[config.mk]
export PLATFORM = sky130hd
export DESIGN_NAME = cont_updown_flat
export DESIGN_NICKNAME = d
export VERILOG_FILES = /design/src/rtl/cnt_pkg.sv /design/src/rtl/cont_updown_if.sv /design/src/rtl/cont_step.sv /design/src/rtl/cont_updown.sv /design/src/flat_wrapper.sv
export SDC_FILE = /design/constraint.sdc
export NUM_CORES = 1
export LEC_CHECK = 0
export ABC_AREA = 0
export CAP_MARGIN = 10
export CORE_MARGIN = 4
export CORE_UTILIZATION = 35
export DETAILED_ROUTE_END_ITERATION = 10
export PLACE_DENSITY_LB_ADDON = 0.15
export SETUP_SLACK_MARGIN = 0.05
export SYNTH_ARGS = -nofsm -noshare
export SYNTH_HDL_FRONTEND = slang
export SYNTH_SLANG_ARGS = --single-unit
[constraint.sdc]
create_clock -name clk -period 3.05 [get_ports clk]
set_clock_uncertainty 0.15 [all_clocks]
set_input_delay 0.4575 -clock clk [delete_from_list [all_inputs] [get_ports clk]]
set_output_delay 0.4575 -clock clk [all_outputs]
set_load 0.05 [all_outputs]
[src/rtl/cnt_pkg.sv]
// cont_updown shared types.
// Counting mode encoding for the up/down counter.
package cnt_pkg;

  typedef enum logic [1:0] {
    UP_WRAP   = 2'b00,
    DOWN_WRAP = 2'b01,
    BOUNCE    = 2'b10,
    HOLD      = 2'b11
  } cnt_mode_t;

endpackage

[src/rtl/cont_updown_if.sv]
// cont_updown control/status bundle.
// master drives controls and bounds, slave returns count state.
interface cont_updown_if #(
  parameter int WIDTH = 4
);
  import cnt_pkg::*;

  logic             en;
  logic             load;
  logic [WIDTH-1:0] load_val;
  cnt_mode_t        mode;
  logic [WIDTH-1:0] lo;
  logic [WIDTH-1:0] hi;
  logic [WIDTH-1:0] count;
  logic             dir;
  logic             tc;

  modport master (
    output en, load, load_val, mode, lo, hi,
    input  count, dir, tc
  );

  modport slave (
    input  en, load, load_val, mode, lo, hi,
    output count, dir, tc
  );

endinterface

[src/rtl/cont_step.sv]
// cont_updown next-state function.
// Assumes lo < hi and lo <= count <= hi; bounds are handled first.
module cont_step
  import cnt_pkg::*;
#(
  parameter int WIDTH = 4
) (
  input  logic [WIDTH-1:0] count,
  input  logic             dir,
  input  cnt_mode_t        mode,
  input  logic [WIDTH-1:0] lo,
  input  logic [WIDTH-1:0] hi,
  output logic [WIDTH-1:0] nxt_count,
  output logic             nxt_dir,
  output logic             wrap
);

  localparam logic [WIDTH-1:0] ONE = 1;

  always_comb begin
    nxt_count = count;
    nxt_dir   = dir;
    wrap      = 1'b0;
    unique case (mode)
      UP_WRAP: begin
        nxt_dir = 1'b0;
        if (count == hi) begin
          nxt_count = lo;
          wrap      = 1'b1;
        end else begin
          nxt_count = count + ONE;
        end
      end
      DOWN_WRAP: begin
        nxt_dir = 1'b1;
        if (count == lo) begin
          nxt_count = hi;
          wrap      = 1'b1;
        end else begin
          nxt_count = count - ONE;
        end
      end
      BOUNCE: begin
        if (!dir) begin
          if (count == hi) begin
            nxt_count = hi - ONE;
            nxt_dir   = 1'b1;
            wrap      = 1'b1;
          end else begin
            nxt_count = count + ONE;
          end
        end else begin
          if (count == lo) begin
            nxt_count = lo + ONE;
            nxt_dir   = 1'b0;
            wrap      = 1'b1;
          end else begin
            nxt_count = count - ONE;
          end
        end
      end
      HOLD: begin
        nxt_count = count;
      end
    endcase
  end

endmodule

[src/rtl/cont_updown.sv]
// cont_updown: bounded up/down counter with wrap/bounce modes.
// Priority: load > degenerate bounds > out-of-range > step > hold.
module cont_updown
  import cnt_pkg::*;
#(
  parameter int               WIDTH   = 4,
  parameter logic [WIDTH-1:0] RST_VAL = '0
) (
  input logic         clk,
  input logic         rst,
  cont_updown_if.slave bus
);

  logic [WIDTH-1:0] count_q, count_d;
  logic             dir_q, dir_d;
  logic             tc_q, tc_d;

  logic [WIDTH-1:0] step_count;
  logic             step_dir;
  logic             step_wrap;
  logic             degen;
  logic             oor;

  cont_step #(
    .WIDTH (WIDTH)
  ) u_step (
    .count     (count_q),
    .dir       (dir_q),
    .mode      (bus.mode),
    .lo        (bus.lo),
    .hi        (bus.hi),
    .nxt_count (step_count),
    .nxt_dir   (step_dir),
    .wrap      (step_wrap)
  );

  assign degen = (bus.hi <= bus.lo);
  assign oor   = (count_q < bus.lo) || (count_q > bus.hi);

  always_comb begin
    count_d = count_q;
    dir_d   = dir_q;
    tc_d    = 1'b0;
    if (bus.load) begin
      count_d = bus.load_val;
    end else if (bus.en) begin
      if (degen || oor) begin
        count_d = bus.lo;
        dir_d   = 1'b0;
      end else begin
        count_d = step_count;
        dir_d   = step_dir;
        tc_d    = step_wrap;
      end
    end
  end

  always_ff @(posedge clk or negedge rst) begin
    if (!rst) begin
      count_q <= RST_VAL;
      dir_q   <= 1'b0;
      tc_q    <= 1'b0;
    end else begin
      count_q <= count_d;
      dir_q   <= dir_d;
      tc_q    <= tc_d;
    end
  end

  assign bus.count = count_q;
  assign bus.dir   = dir_q;
  assign bus.tc    = tc_q;

endmodule

[src/flat_wrapper.sv]
// flat-port wrapper written by rule: the top's interface ports become plain ports
module cont_updown_flat import cnt_pkg::*;
#(
  parameter int               WIDTH   = 4,
  parameter logic [WIDTH-1:0] RST_VAL = '0
)
  (clk, rst, bus_en, bus_load, bus_load_val, bus_mode, bus_lo, bus_hi, bus_count, bus_dir, bus_tc);
  cont_updown_if #(.WIDTH(WIDTH)) bus_i ();
  input logic clk;
  input logic rst;
  input wire logic [$bits(bus_i.en)-1:0] bus_en;
  input wire logic [$bits(bus_i.load)-1:0] bus_load;
  input wire logic [$bits(bus_i.load_val)-1:0] bus_load_val;
  input wire logic [$bits(bus_i.mode)-1:0] bus_mode;
  input wire logic [$bits(bus_i.lo)-1:0] bus_lo;
  input wire logic [$bits(bus_i.hi)-1:0] bus_hi;
  output wire logic [$bits(bus_i.count)-1:0] bus_count;
  output wire logic [$bits(bus_i.dir)-1:0] bus_dir;
  output wire logic [$bits(bus_i.tc)-1:0] bus_tc;
  assign bus_i.en = bus_en;
  assign bus_i.load = bus_load;
  assign bus_i.load_val = bus_load_val;
  assign bus_i.mode = bus_mode;
  assign bus_i.lo = bus_lo;
  assign bus_i.hi = bus_hi;
  assign bus_count = bus_i.count;
  assign bus_dir = bus_i.dir;
  assign bus_tc = bus_i.tc;
  cont_updown #(.WIDTH(WIDTH), .RST_VAL(RST_VAL)) u_core (.clk(clk), .rst(rst), .bus(bus_i));
endmodule
==> flow_summary_export.csv, run 1 <==
group,metric,value,unit
pwr,ir_drop,0.0001855,V
critical_path,reg2reg_slack,0.60,ns
sta,rsz0062_at_grt,"false",
critical_path,r2r-start,"u_core.bus.count[1]",
logic_synthesis,ys_ff_latch,6,
grt,antenna_found_initial,0,
sta,setup_tns,0,ns
grt,overflow,0,
finish,layout-drive-gt1-share,0.1111,
critical_path,worst-path-buf-inv,3,
detailed_routing,drtIter0Drc,67,
floorplan,die_w,65.01,um
detailed_routing,vias_per_cell,5.735,
sta,whs,0.3012,ns
floorplan,core_area,3078,um^2
finish,multiInputGateArea,923.4,um^2
cts,cts_tree,"yes",
sta,min_period,2.784,ns
placement,gp_congestion,0.9175,
detailed_routing,wirelength,3370,um
pwr,leakage,0.0006676,uW
critical_path,worst-setup-path-type,"input pin to flip-flop",
logic_synthesis,yosys_warnings,0,
finish,regArea,150.1,um^2
detailed_routing,wl_per_cell,15.67,um
finish,antenna_cells,0,
grt,grt_pass1_wl,5699,um
detailed_routing,drt.antenna.violating_nets,0,
finish,stdcell_area,1494,um^2
sta,hold_viol_final,0,
finish,syn2layout_area_growth,31.35,%
critical_path,startpoint_type,"input pin",
sta,finalSetupViolations,0,
logic_synthesis,yosys_most_used_dff,"dfrtp_1",
critical_path,path_cells,"clkdlybuf4s50_1, inv_1, ha_1, and4b_1, a211oi_2, a211oi_4, nand2_2, buf_4, o311ai_1, a21o_1",
placement,dpl_cell_area,1471,um^2
pwr,power_density,319.2,nW/um^2
cts,hold_buffers,0,
critical_path,r2r_cells,8,
floorplan,die_area,4226,um^2
cts,clock_sinks,6,
placement,dp_cells,212,
logic_synthesis,yosysSeqAreaShare,0.1320,
logic_synthesis,synth_edf_count,0,
pwr,power.total,476.8,uW
finish,final_nets,212,
grt,grt_pass1_vias,1240,
cts,path_clk_slew,0.05,ns
logic_synthesis,synthCells,140,
placement,port_buffers,23,
sta,timing.fmax,359.2,MHz
logic_synthesis,syn_nets,179,
finish,fill_cells,313,
cts,ctsLongestPathBuffers,2,
floorplan,io_pins,24,
cts,cts_max_level,1,
cts,ctsRootBufferMaster,"clkbuf_4",
critical_path,cp_max_fo,7,
logic_synthesis,async_reset_ff_frac,1.000,
critical_path,required,3.08,ns
sta,period_share,0.9128,
cts,insertion_delay,0.25,ns
grt,grt_use_total,0.1711,
critical_path,endpoint_kind,"flip-flop",
logic_synthesis,netlist_area,1137,um^2
sta,slew_headroom,0.6337,
cts,cts_inserted_buffers,3,
floorplan,initial_core_util,0.3695,
sta,worstMarginPinSlew,0.5457,ns
flow_run,maxCapViolCount,0,
finish,final_cell_count_no_fill,215,
critical_path,path_delay_family,"buffers and inverters",
critical_path,crit_arrival,2.81,ns
cts,post_cts_buffers,0,
placement,detailed_place_hpwl,2782,um
sta,drv_slew,0,
grt,grt_start_max_net_pins,14,
logic_synthesis,avgSynthCellArea,8.124,um^2
logic_synthesis,yosysUniqueCellTypes,44,
floorplan,placementRows,20,
detailed_routing,dr.pass1.iters,5,
floorplan,fp.dieH,65.01,um
detailed_routing,drc,0,
detailed_routing,vias,1233,
critical_path,cpMaxStageDelayCell,"clkdlybuf4s50_1",
cts,cts_resized,0,
hold_path,min_path_type,"input pin to asynchronous set/reset pin",
critical_path,r2r_end,"u_core.bus.dir",
critical_path,slowest_delay,0.56,ns
status,outcome,"completed",
-- through the flow --
stage	setup slack, ns	util
CTS	0.3000	0.4854
detailed placement	0.06029	0.4780
finish	0.2661	0.4854
global placement	0.09412	0.4780
floorplan	0.5337	-
global route	0.09787	0.4854
-- cells in the final DEF (no fill, tap or decap), types with 2 or more instances in the layout --
cell	n
clkdlybuf4s50_1	23
ha_1	21
inv_1	14
o21ai_0	12
a21oi_1	9
nand2_1	8
buf_4	8
dfrtp_1	6
nor3_1	5
o211ai_1	4
xnor2_1	4
nand4_1	3
o21ai_1	3
and3_1	3
nor2_1	3
xor2_1	3
clkbuf_4	3
nor2b_1	2
a21o_1	2
and4_1	2
nor4_1	2
a2111oi_2	2
nand3_1	2
and2_1	2
o221ai_1	2
a31oi_1	2
a221oi_1	2
-- layer usage --
metal	share of wire	global-route usage	vias to the layer above	wire (um)
li1	-	-	605	-
met1	0.43	0.2235	590	1442
met2	0.50	0.2937	34	1669
met3	0.059	0.03293	4	198
met4	0.018	0.02902	0	59
met5	0	0	-	0
-- cells in the mapped netlist, drive strengths merged (4+ instances only) --
cell type,number,area (um^2)
nor3,5,25.02
nand2,9,36.29
xnor2,4,35.03
o211ai,4,30.03
a21oi,9,45.04
inv,14,52.55
o21ai,15,75.07
ha,21,262.8
dfrtp,6,150.1
-- state kept, by name, summed over array words and instances, names as in the netlist --
register	count
u_core.bus.count	4
u_core.bus.dir	1
u_core.bus.tc	1
-- area by class of cell --
| type | count | area share |
|---|---|---|
| Multi-Input combinational cell | 117 | 0.6181 |
| Timing Repair Buffer | 31 | 0.1943 |
| Sequential cell | 6 | 0.1005 |
| Tap cell | 44 | 0.03685 |
| Inverter | 14 | 0.03518 |
| Clock buffer | 3 | 0.01508 |
-- kinds of logic after synthesis --
group	Yosys count	synth area share
and+or+nand+nor	36	0.1782
adders and majority gates	21	0.2310
AOI/OAI and AO/OA	52	0.3400
buffers and inverters	17	0.05610
DFF	6	0.1320
xor gates and xnor gates	7	0.05391
muxes	1	0.008801
-- how the worst max path moves through the flow --
stage	start	endpoint	slack (ns)	cells after the start
2_1_floorplan	u_core.bus.count[2]	u_core.bus.count[3]	0.53	7
3_3_place_gp	bus_lo[2]	u_core.bus.count[3]	0.09	9
3_5_place_dp	bus_lo[2]	u_core.bus.dir	0.06	10
4_1_cts	bus_lo[2]	u_core.bus.dir	0.30	10
5_1_grt	bus_lo[2]	u_core.bus.dir	0.1	10
6_report	bus_lo[2]	u_core.bus.dir	0.27	10
-- where the power goes --
part	internal, uW	total [uW]	switching (uW)
clock	44.4	71.7	27.3
combinational	128	299	172
sequential	87.9	106	18.2
(Power assumes the default switching activity.)
==> inputs of run 2 (changes only) <==
ABC_AREA = not set   (was 0)
CORE_MARGIN = not set   (was 4)
==> flow_summary_export.csv, run 2 (synthesized netlist as in run 1, its figures left out) <==
group,metric,value,unit
status,outcome,"completed",
finish,antenna_cells,0,
cts,insertion_delay,0.24,ns
finish,mostFrequentLayoutCells,"23 x clkdlybuf4s50_1, 21 x ha_1, 14 x inv_1, 12 x o21ai_0, 9 x a21oi_1",
sta,min_period,2.692,ns
critical_path,endpoint_kind,"flip-flop",
cts,cts_tree,"yes",
sta,period_share,0.8825,
placement,detailed_place_hpwl,2719,um
finish,stdcell_area,1486,um^2
grt,antenna_found_initial,0,
cts,cts_max_level,1,
sta,hold_viol_final,0,
cts,cts_inserted_buffers,3,
grt,grt_use_total,0.2071,
pwr,leakage,0.0006631,uW
pwr,power_switching,216.5,uW
floorplan,die_w,59.01,um
finish,regArea,150.1,um^2
detailed_routing,drt.antenna.violating_nets,0,
finish,syn2layout_area_growth,30.69,%
finish,multiInputGateArea,923.4,um^2
cts,cts_resized,0,
critical_path,required,3.01,ns
detailed_routing,drc,0,
finish,final_cell_count_no_fill,214,
finish,fill_cells,314,
floorplan,die_area,3482,um^2
placement,gp_congestion,0.8736,
floorplan,placementRows,20,
floorplan,io_pins,24,
detailed_routing,vias_per_cell,5.673,
sta,drv_slew,0,
pwr,power_frac_comb,0.620,
finish,largest_reg_flops,4,
cts,ctsRootBufferMaster,"clkbuf_4",
detailed_routing,vias,1214,
detailed_routing,drtIter0Drc,55,
flow_run,maxCapViolCount,0,
sta,slew_headroom,0.6681,
pwr,power.total,475.0,uW
placement,dpl_cell_area,1464,um^2
grt,overflow,0,
critical_path,cp_max_fo,7,
critical_path,worst-setup-path-type,"input pin to flip-flop",
sta,worstMarginPinSlew,0.4963,ns
pwr,p_int,258.5,uW
pwr,clockPowerShare,0.149,
pwr,power_density,319.6,nW/um^2
pwr,ir_drop,0.0002143,V
pwr,sw_frac_of_total,0.4558,
detailed_routing,wirelength,3354,um
finish,final_common_cell,"clkdlybuf4s50_1",
sta,whs,0.3086,ns
cts,post_cts_buffers,0,
detailed_routing,wl_per_cell,15.67,um
sta,setup_tns,0,ns
sta,finalSetupViolations,0,
cts,clock_sinks,6,
cts,path_clk_slew,0.04,ns
floorplan,initial_core_util,0.3695,
floorplan,fp.dieH,59.01,um
grt,grt_pass1_vias,1183,
placement,dp_cells,211,
finish,layout-drive-gt1-share,0.1059,
pwr,p_seq_frac,0.232,
floorplan,core_area,3078,um^2
cts,hold_buffers,0,
grt,grt_pass1_wl,5485,um
sta,rsz0062_at_grt,"false",
finish,top_register,"u_core.bus.count",
critical_path,crit_arrival,2.65,ns
cts,ctsLongestPathBuffers,2,
critical_path,startpoint_type,"input pin",
placement,port_buffers,23,
sta,timing.fmax,371.5,MHz
hold_path,min_path_type,"input pin to asynchronous set/reset pin",
detailed_routing,dr.pass1.iters,4,
grt,grt_start_max_net_pins,14,
finish,final_nets,211,
-- run 2: worst paths after layout --
kind / startpoint / to / slack, ns / cells after the start
setup / recovery: bus_lo[2] / u_core.bus.count[3] / 0.36 / 9
hold / removal: rst / u_core.bus.count[3] / 0.31 / 1
setup reg to reg: u_core.bus.count[2] / u_core.bus.count[3] / 0.59 / 7
hold reg to reg: u_core.bus.dir / u_core.bus.dir / 0.46 / 1
max in group asynchronous: rst / u_core.bus.dir / 2.22 / 1
min in group clk: u_core.bus.dir / u_core.bus.dir / 0.46 / 1
-- run 2: layout make-up --
class / instances / share of cell area
Clock buffer: 3 / 0.01515
Inverter: 14 / 0.03535
Sequential cell: 6 / 0.1010
Timing Repair Buffer: 30 / 0.1902
Multi-Input combinational cell: 117 / 0.6212
Tap cell: 44 / 0.03704
-- run 2: worst max-delay path, cell delays in order --
cell and delay (ns):
clkdlybuf4s50_1 0.48, inv_1 0.10, ha_1 0.33, and4b_1 0.23, a211oi_2 0.31, a211oi_4 0.10, and3_1 0.20, a2111oi_2 0.33
a21oi_1 0.12
-- run 2: layer usage --
metal,global-route usage,part of all wire,routed length (um),up-vias
met1,0.2637,0.42,1410,565
li1,-,-,-,600
met4,0.06803,0.023,76,0
met3,0.03712,0.071,239,8
met5,0,0,0,-
met2,0.3523,0.49,1627,41
-- run 2: through the flow --
step,worst slack [ns],utilization
after global placement,0.1745,0.4756
after CTS,0.3711,0.4829
after floorplan,0.5337,-
after global routing,0.1929,0.4829
final,0.3585,0.4829
after detailed placement,0.1204,0.4756
-- run 2: power groups by stage --
| stage | registers [uW] | logic, uW | clock network, uW |
|---|---|---|---|
| 2_1_floorplan | 132 | 163 | 0 |
| 3_3_place_gp | 111 | 286 | 0 |
| 3_5_place_dp | 111 | 292 | 0 |
| 4_1_cts | 110 | 294 | 73.7 |
| 5_1_grt | 111 | 324 | 79.7 |
| 6_report | 110 | 294 | 70.6 |
